File: src/rtl/temp_valve_ctrl_if.sv
// Handshake bundle between the wash sequencer, the level sensor and the inlet valve controller.
// master drives the requests and the sensor input; slave is the controller itself.
interface temp_valve_ctrl_if;
  logic [1:0] iEstado_Temp;
  logic       iStart;
  logic       iAbort;
  logic       iNivel_Lleno;
  logic       oValvula_Caliente;
  logic       oValvula_Fria;
  logic       oLlenando;
  logic       oListo;
  logic       oError;
  logic [2:0] oEstado_Fsm;

  modport master (
    output iEstado_Temp, iStart, iAbort, iNivel_Lleno,
    input  oValvula_Caliente, oValvula_Fria, oLlenando, oListo, oError, oEstado_Fsm
  );

  modport slave (
    input  iEstado_Temp, iStart, iAbort, iNivel_Lleno,
    output oValvula_Caliente, oValvula_Fria, oLlenando, oListo, oError, oEstado_Fsm
  );
endinterface

File: src/rtl/temp_valve_ctrl.sv
// Inlet valve controller: fills the tank at the latched temperature until the level settles full.
// Optional TEMP_VALVE_DEADTIME_EN inserts a closed cycle at every hot/cold switch in tibia mode.
module temp_valve_ctrl #(
  parameter int unsigned MIX_PERIOD    = 8,
  parameter int unsigned SETTLE_CYCLES = 4,
  parameter int unsigned FILL_TIMEOUT  = 1000
) (
  input logic              iClk,
  input logic              iReset_Temperatura,
  temp_valve_ctrl_if.slave ctrl_io
);

  localparam int unsigned MixW = (MIX_PERIOD > 2) ? $clog2(MIX_PERIOD) : 1;
  localparam int unsigned SetW = (SETTLE_CYCLES > 1) ? $clog2(SETTLE_CYCLES) : 1;
  localparam logic [MixW-1:0] MixLast = MixW'(MIX_PERIOD - 1);
  localparam logic [MixW-1:0] MixHalf = MixW'(MIX_PERIOD / 2);
  localparam logic [SetW-1:0] SetLast = SetW'(SETTLE_CYCLES - 1);
  localparam logic [15:0]     TmoLast = 16'(FILL_TIMEOUT - 1);

  localparam logic [1:0] CodeAmb  = 2'b00;
  localparam logic [1:0] CodeHot  = 2'b01;
  localparam logic [1:0] CodeTib  = 2'b10;
  localparam logic [1:0] CodeCold = 2'b11;

  typedef enum logic [2:0] {
    StIdle   = 3'd0,
    StFill   = 3'd1,
    StSettle = 3'd2,
    StDone   = 3'd3,
    StFault  = 3'd4
  } state_e;

  state_e          state_q, state_d;
  logic [1:0]      code_q, code_d;
  logic [MixW-1:0] mix_q, mix_d;
  logic [SetW-1:0] set_q, set_d;
  logic [15:0]     tmo_q, tmo_d;
  logic            lvl_meta_q, lvl_s_q;
  logic            hot_q, hot_d;
  logic            cold_q, cold_d;
  logic            start, abort;

  assign start = ctrl_io.iStart;
  assign abort = ctrl_io.iAbort;

  always_ff @(posedge iClk or negedge iReset_Temperatura) begin
    if (!iReset_Temperatura) begin
      state_q    <= StIdle;
      code_q     <= CodeAmb;
      mix_q      <= '0;
      set_q      <= '0;
      tmo_q      <= '0;
      lvl_meta_q <= 1'b0;
      lvl_s_q    <= 1'b0;
      hot_q      <= 1'b0;
      cold_q     <= 1'b0;
    end else begin
      state_q    <= state_d;
      code_q     <= code_d;
      mix_q      <= mix_d;
      set_q      <= set_d;
      tmo_q      <= tmo_d;
      lvl_meta_q <= ctrl_io.iNivel_Lleno;
      lvl_s_q    <= lvl_meta_q;
      hot_q      <= hot_d;
      cold_q     <= cold_d;
    end
  end

  always_comb begin
    state_d = state_q;
    code_d  = code_q;
    mix_d   = mix_q;
    set_d   = set_q;
    tmo_d   = tmo_q;
    case (state_q)
      StIdle, StFault: begin
        if (start) begin
          code_d  = ctrl_io.iEstado_Temp;
          mix_d   = '0;
          set_d   = '0;
          tmo_d   = '0;
          state_d = StFill;
        end
      end
      StFill: begin
        mix_d = (mix_q == MixLast) ? '0 : mix_q + MixW'(1);
        tmo_d = tmo_q + 16'd1;
        if (lvl_s_q) state_d = StSettle;
        if (tmo_q == TmoLast) state_d = StFault;
      end
      StSettle: begin
        // mix restarts from 0 whenever the level bounces back to FILL
        mix_d = '0;
        tmo_d = tmo_q + 16'd1;
        if (lvl_s_q) begin
          if (set_q == SetLast) state_d = StDone;
          else                  set_d   = set_q + SetW'(1);
        end else begin
          set_d   = '0;
          state_d = StFill;
        end
        if (tmo_q == TmoLast) state_d = StFault;
      end
      StDone:  state_d = StIdle;
      default: state_d = StIdle;
    endcase
    if (abort) begin
      state_d = StIdle;
      mix_d   = '0;
      set_d   = '0;
      tmo_d   = '0;
    end
  end

  // Valves follow the current state, so they lag state changes by one cycle.
  always_comb begin
    hot_d  = 1'b0;
    cold_d = 1'b0;
    if (state_q == StFill && !abort) begin
      unique case (code_q)
        CodeHot:  hot_d = 1'b1;
        CodeCold: cold_d = 1'b1;
        CodeAmb: begin
          hot_d  = 1'b1;
          cold_d = 1'b1;
        end
        CodeTib: begin
`ifdef TEMP_VALVE_DEADTIME_EN
          hot_d  = (mix_q != '0) && (mix_q < MixHalf);
          cold_d = (mix_q > MixHalf);
`else
          hot_d  = (mix_q < MixHalf);
          cold_d = !(mix_q < MixHalf);
`endif
        end
      endcase
    end
  end

  assign ctrl_io.oValvula_Caliente = hot_q;
  assign ctrl_io.oValvula_Fria     = cold_q;
  assign ctrl_io.oLlenando         = (state_q == StFill) || (state_q == StSettle);
  assign ctrl_io.oListo            = (state_q == StDone);
  assign ctrl_io.oError            = (state_q == StFault);
  assign ctrl_io.oEstado_Fsm       = state_q;

endmodule

File: src/flat_wrapper.sv
// flat-port wrapper written by rule: the top's interface ports become plain ports
module temp_valve_ctrl_flat 
#(
  parameter int unsigned MIX_PERIOD    = 8,
  parameter int unsigned SETTLE_CYCLES = 4,
  parameter int unsigned FILL_TIMEOUT  = 1000
)
  (iClk, iReset_Temperatura, ctrl_io_iEstado_Temp, ctrl_io_iStart, ctrl_io_iAbort, ctrl_io_iNivel_Lleno, ctrl_io_oValvula_Caliente, ctrl_io_oValvula_Fria, ctrl_io_oLlenando, ctrl_io_oListo, ctrl_io_oError, ctrl_io_oEstado_Fsm);
  temp_valve_ctrl_if ctrl_io_i ();
  input logic iClk;
  input logic iReset_Temperatura;
  input wire logic [$bits(ctrl_io_i.iEstado_Temp)-1:0] ctrl_io_iEstado_Temp;
  input wire logic [$bits(ctrl_io_i.iStart)-1:0] ctrl_io_iStart;
  input wire logic [$bits(ctrl_io_i.iAbort)-1:0] ctrl_io_iAbort;
  input wire logic [$bits(ctrl_io_i.iNivel_Lleno)-1:0] ctrl_io_iNivel_Lleno;
  output wire logic [$bits(ctrl_io_i.oValvula_Caliente)-1:0] ctrl_io_oValvula_Caliente;
  output wire logic [$bits(ctrl_io_i.oValvula_Fria)-1:0] ctrl_io_oValvula_Fria;
  output wire logic [$bits(ctrl_io_i.oLlenando)-1:0] ctrl_io_oLlenando;
  output wire logic [$bits(ctrl_io_i.oListo)-1:0] ctrl_io_oListo;
  output wire logic [$bits(ctrl_io_i.oError)-1:0] ctrl_io_oError;
  output wire logic [$bits(ctrl_io_i.oEstado_Fsm)-1:0] ctrl_io_oEstado_Fsm;
  assign ctrl_io_i.iEstado_Temp = ctrl_io_iEstado_Temp;
  assign ctrl_io_i.iStart = ctrl_io_iStart;
  assign ctrl_io_i.iAbort = ctrl_io_iAbort;
  assign ctrl_io_i.iNivel_Lleno = ctrl_io_iNivel_Lleno;
  assign ctrl_io_oValvula_Caliente = ctrl_io_i.oValvula_Caliente;
  assign ctrl_io_oValvula_Fria = ctrl_io_i.oValvula_Fria;
  assign ctrl_io_oLlenando = ctrl_io_i.oLlenando;
  assign ctrl_io_oListo = ctrl_io_i.oListo;
  assign ctrl_io_oError = ctrl_io_i.oError;
  assign ctrl_io_oEstado_Fsm = ctrl_io_i.oEstado_Fsm;
  temp_valve_ctrl #(.MIX_PERIOD(MIX_PERIOD), .SETTLE_CYCLES(SETTLE_CYCLES), .FILL_TIMEOUT(FILL_TIMEOUT)) u_core (.iClk(iClk), .iReset_Temperatura(iReset_Temperatura), .ctrl_io(ctrl_io_i));
endmodule
File: config.mk
export PLATFORM = sky130hd
export DESIGN_NAME = temp_valve_ctrl_flat
export DESIGN_NICKNAME = d
export VERILOG_FILES = /design/src/rtl/temp_valve_ctrl_if.sv /design/src/rtl/temp_valve_ctrl.sv /design/src/flat_wrapper.sv
export SDC_FILE = /design/constraint.sdc
export NUM_CORES = 1
export LEC_CHECK = 0
export BUFFER_PORTS_ARGS = -buffer_cell sky130_fd_sc_hd__buf_4
export CELL_PAD_IN_SITES_DETAIL_PLACEMENT = 1
export CELL_PAD_IN_SITES_GLOBAL_PLACEMENT = 2
export CORE_ASPECT_RATIO = 0.7
export CORE_MARGIN = 2
export CORE_UTILIZATION = 30
export DETAILED_ROUTE_END_ITERATION = 8
export PLACE_DENSITY_LB_ADDON = 0.1
export SYNTH_ARGS = -nofsm -noshare
export SYNTH_HDL_FRONTEND = slang
export SYNTH_SLANG_ARGS = --single-unit
File: constraint.sdc
create_clock -name iClk -period 1.65 [get_ports iClk]
set_input_delay 0.0825 -clock iClk [delete_from_list [all_inputs] [get_ports iClk]]
set_output_delay 0.0825 -clock iClk [all_outputs]
set_load 0.01 [all_outputs]
# Word-level counts from Yosys, hierarchy flattened
# Cells that the tools add are included.
[word_totals]
regBits = 30
in_bits = 7
output_inout_bits = 8
elab_cells = 69
[op_classes]
addsub = 3
magnitude_cmp = 1
n_eq_ne = 14
muxes = 24
n_reduce_logical = 18
[op_table]
columns = ["cell", "count"]
rows = [
  ["2-to-1 mux 16 bit", 2],
  ["one-hot mux 16 bit (2 select lines)", 1],
  ["2-to-1 mux 3 bit", 10],
  ["one-hot mux 3 bit (3 select lines)", 2],
  ["adder 16 x 1 -> 16 bit, second input constant", 1],
  ["equality test 16 x 10 -> 1 bit, second input constant", 1],
  ["2-to-1 mux 2 bit", 4],
  ["OR reduction 2 bit", 4],
  ["equality test 2 bit, second input constant", 3],
  ["equality test 3 x 2 -> 1 bit, second input constant", 2],
  ["equality test 3 bit, second input constant", 2],
  ["AND reduction 2 bit", 3],
  ["AND reduction 3 bit", 2],
  ["nonzero test 3 bit", 2],
  ["inequality test 5 bit, second input constant", 1],
  ["inequality test 4 x 2 -> 1 bit, second input constant", 1],
  ["inequality test 4 bit, second input constant", 1],
  ["one-hot mux 1 bit (2 select lines)", 2],
  ["one-hot mux 2 bit (2 select lines)", 1],
  ["nonzero test 4 bit", 1],
  ["adder 3 x 1 -> 3 bit, second input constant", 1],
  ["equality test 3 x 1 -> 1 bit, second input constant", 1],
  ["zero test 3 bit", 1],
  ["less-than comparator 3 bit, second input constant", 1],
  ["8 further kinds", 10],
]

# Longest topological paths before layout
[depth]
word_depth = 6
mapped_depth = 6
ltp_nobuf = 5

# Worst setup path after synthesis
# OpenSTA, ideal clock, no wires.
[synth_path]
kind = "register -> register"
startpoint = "register u_core.state_q[2] (netlist: u_core.ctrl_io.oEstado_Fsm[2])"
endpoint = "register u_core.state_q[2] (netlist: u_core.ctrl_io.oEstado_Fsm[2])"
setup_ns = 0.074
arrival_ns = 1.636
required_ns = 1.576
setup_slack_ns = -0.060
path_stages_with_launch = 6
synth_period_minus_slack_ns = 1.710
path_cell_list = "dfrtp_1 buf_6 or4b_4 o31a_4 or3_1 o21ai_2"
[synth_between]
elab_chain_cells = 4
[synth_lines]
columns = ["item", "line_no", "source"]
rows = [
  ["start: declaration", "temp_valve_ctrl.sv:33", "state_e state_q, state_d;"],
  ["start signal: assignment", "temp_valve_ctrl.sv:48", "state_q <= StIdle;"],
  ["start signal: assignment", "temp_valve_ctrl.sv:58", "state_q <= state_d;"],
  ["equality test 3 bit / zero test 3 bit (equally long branches)", "temp_valve_ctrl.sv:76", "case (state_q)"],
  ["OR reduction 2 bit", "temp_valve_ctrl.sv:76", ""],
  ["inequality test 3 bit (no line) / one-hot mux 3 bit (3 select lines) (equally long branches)", "-", ""],
  ["AND reduction 3 bit (no line) / 2-to-1 mux 3 bit (equally long branches)", "-", ""],
]
# Parallel ways exist; a longest one is shown, timed or not.
# A chain may end at the register's enable or synchronous reset.

# Final worst setup path
# Same ends and word-level chain as after synthesis.

==> impl_results.md <==
- Final worst clock skew: 0.007197 ns
- CP bufs+invs: 1
- Pre-Repair DR Iteration Count: 4
- Die footprint: 6555 um^2
- RR Endpoint: u_core.ctrl_io.oEstado_Fsm[2]
- Post-DP HPWL: 3974 um
- CTS H-Tree Depth: 2
- Max FO, Critical Path: 8
- Post-synth cell types: 47
- Layout Utilization: 0.4330
- Number of synthesized flops with an enable pin: 0
- Top delay family on crit path: simple AND/OR/NAND/NOR gates
- Antenna violations before repair: 0
- Wire per inst: 16.95 um
- First-pass GRT wire length: 8963 um
- Area Growth Syn to Fin: 39.77%
- Pwr dens: 840.4 nW/um^2
- Hold Crit Class: primary input to register
- DR vias/cell: 5.252
- Fin crit period: 1.675 ns
- Slowest CP cell: or4b_4
- Crit end category: register
- # Max-Cap Violations: 0
- Async set-reset flop share out of synthesis: 1.000
- Max clock buf depth: 2
- DR iter-0 viols: 61
- Tcrit/Tclk final: 1.015
- I/O pin total: 15
- Initial Util: 0.3098
- Post-route ant nets: 0
- Reg-to-Reg Start: u_core.ctrl_io.oEstado_Fsm[2]
- Clk sinks: 30
- Worst-Skew Late Latency: 0.29 ns
- Arrival time at the worst endpoint: 1.90 ns
- PortBufs: 14
- CTS tree: done
- Slew headroom: 0.6803
- Primary FF master, synth: dfrtp_1
- Top Metal Used: met4
- Synthesized area: 1774 um^2
- Metal3 WL: 184 um
- Hold path cells: 3
- R2R setup slack: -0.03 ns
- WL final: 5237 um
- Synthesis warning total: 0
- Element type at the critical path start: register
- #FFs+latches synth: 30
- Largest net degree at the start of global routing: 31
- Layout cells sized above 1: 0.3547
- Post-Syn Nets: 197
- CP cell instances: buf_6, or4b_4, o31a_4, or3_4, o21ai_2
- Core Area: 5727 um^2
- Worst-Margin Slew: 0.4796 ns
- Residual DRC: 0
- Final Hold Vio Count: 0
- Sequential element share of the synthesized area: 0.4231
- CTS Buf Count: 5
- Total GRT Usage: 0.1845
- Commonest cells after routing, fill and taps aside: 48 x buf_4, 30 x dfrtp_1, 21 x nand2_1
- Kind of critical path: register to register
- Most common cell after layout, fill and taps aside: buf_4
- Hold Crit Start: ctrl_io_iEstado_Temp[1]
- Dpl ws: -0.1145 ns
- Root Driver: clkbuf_8
- Antenna cells: 0
- Run status: complete, but fails checks
- Via count: 1623
- Reg2Reg Depth: 5
- Failing checks: setup timing
- Final Wtd Congestion: 0.8174
- CTS clk-pin slew, worst paths: 0.07 ns
- Max-slew violations: 0
- Met2 wire length: 2396 um
- Overflow after GRT: 0
- RSZ-0062 raised after global routing: true
- Row count: 23
- Fin worst setup slack: -0.02521 ns
- Die Width: 95.92 um
- P_leak: 1.087 nW
- Number of global-route vias before repair: 1732
- Cell count after synthesis: 182
- Nets: 248
- VDD IR-drop max: 0.3406 mV
- CP max stage delay: 0.52 ns
- Syn Area/Cell: 9.748 um^2
- # setup viols final: 1
- Die H: 68.34 um
- Hold EP: u_core.code_q[1]
- Met1 wire length: 2619 um
- Fmax: 596.9 MHz
- Worst endpoint required time: 1.87 ns
where the power goes:
group / total (mW) / switching [mW] / internal, mW
Sequential: 0.784 / 0.0225 / 0.762
Clock: 0.958 / 0.314 / 0.644
Combinational: 0.342 / 0.185 / 0.157
Total: 2.08 / 0.521 / 1.56
synth_stat cells (2+ instances only):
cell	n	area share
dfrtp_1	30	0.42
nand2_1	21	0.044
nor2_1	13	0.028
mux2i_1	11	0.062
ha_1	8	0.056
nand3_1	8	0.023
a22o_1	7	0.035
or3_1	6	0.021
inv_1	5	0.011
nand2b_1	5	0.018
clkbuf_1	4	0.0085
nand4_1	4	0.014
a211oi_1	3	0.013
a21oi_1	3	0.0085
a22oi_1	3	0.013
and2_1	3	0.011
buf_2	3	0.0085
nor2b_1	3	0.011
nor3_1	3	0.0085
nor4_1	3	0.011
o21ai_0	3	0.0085
o22ai_1	3	0.011
a21boi_1	2	0.0085
a2bb2oi_1	2	0.0099
nor4_2	2	0.014
o2111ai_1	2	0.0099
or4_1	2	0.0085
worst register-to-register path, cell delays in order (launching register included):
cell and delay, ns:
dfrtp_1 0.40, buf_6 0.13, or4b_4 0.52, o31a_4 0.16, or3_4 0.34, o21ai_2 0.06
worst max-delay path by stage:
stage,startpoint,end,slack (ns),cells after the start
global route,u_core.ctrl_io.oEstado_Fsm[2],u_core.ctrl_io.oEstado_Fsm[2],-0.08,5
floorplan,u_core.ctrl_io.oEstado_Fsm[2],u_core.ctrl_io.oEstado_Fsm[2],-0.03,5
global placement,u_core.ctrl_io.oEstado_Fsm[2],u_core.tmo_q[10],-0.04,6
finish,u_core.ctrl_io.oEstado_Fsm[2],u_core.ctrl_io.oEstado_Fsm[2],-0.03,5
CTS,u_core.ctrl_io.oEstado_Fsm[2],u_core.ctrl_io.oEstado_Fsm[2],-0.03,5
detailed placement,u_core.ctrl_io.oEstado_Fsm[0],u_core.tmo_q[10],-0.11,6
layer usage:
metal  up-vias  GRT usage
met5         -          0
met4         0    0.03214
met3         6    0.04736
met2        24     0.3007
met1       813     0.2520
li1        780          -
cell families (layout without fill, tap and decap cells):
| family | count (synthesis) | count (layout) | share of synthesized area |
|---|---|---|---|
| compound gates | 37 | 37 | 0.1622 |
| fa+ha+maj | 8 | 8 | 0.05642 |
| buf+inv | 14 | 66 | 0.03808 |
| flops | 30 | 30 | 0.4231 |
| mux | 12 | 12 | 0.06841 |
| simple gates | 81 | 81 | 0.2518 |
final cells by class:
| cell class | count | area [um^2] |
|---|---|---|
| flip-flops and latches | 30 | 750.7 |
| repair buffers | 53 | 421.7 |
| well taps | 75 | 93.84 |
| clock inverters | 2 | 60.06 |
| fillers | 657 | 3247 |
| clock buffers | 6 | 82.58 |
| inverters | 5 | 18.77 |
| multi-input cells | 138 | 1052 |
metrics by stage:
stage          instances  total power [mW]  cell area, um^2  hold WS, ns  setup TNS [ns]
5_1_grt              309             2.192             2480      0.02914         -0.6692
3_3_place_gp         294             1.098             2177      0.04275        -0.03911
4_1_cts              309             2.106             2442     0.002956        -0.06116
3_5_place_dp         294             1.116             2177      0.04528         -0.3138
2_1_floorplan        182            0.9670             1774      -0.2131        -0.03040
6_report             309             2.084             2480      0.01044        -0.02521
what timing repair did:
| item | 4_1_cts | 5_1_grt |
|---|---|---|
| gates resized for setup | 13 | 8 |
| hold buffers | 3 | 0 |
| setup buffers | 4 | 0 |
| setup endpoints to repair | 8 | 16 |
| pin swaps | 1 | 2 |
| endpoints found under the hold margin | 32 | 0 |
sequential cells by signal, indices dropped and copies added (netlist names):
register and count:
u_core.code_q 2, u_core.ctrl_io.oEstado_Fsm 3, u_core.ctrl_io.oValvula_Caliente 1, u_core.ctrl_io.oValvula_Fria 1, u_core.lvl_meta_q 1, u_core.lvl_s_q 1, u_core.mix_q 3, u_core.set_q 2
u_core.tmo_q 16
(Power assumes the default switching activity.)
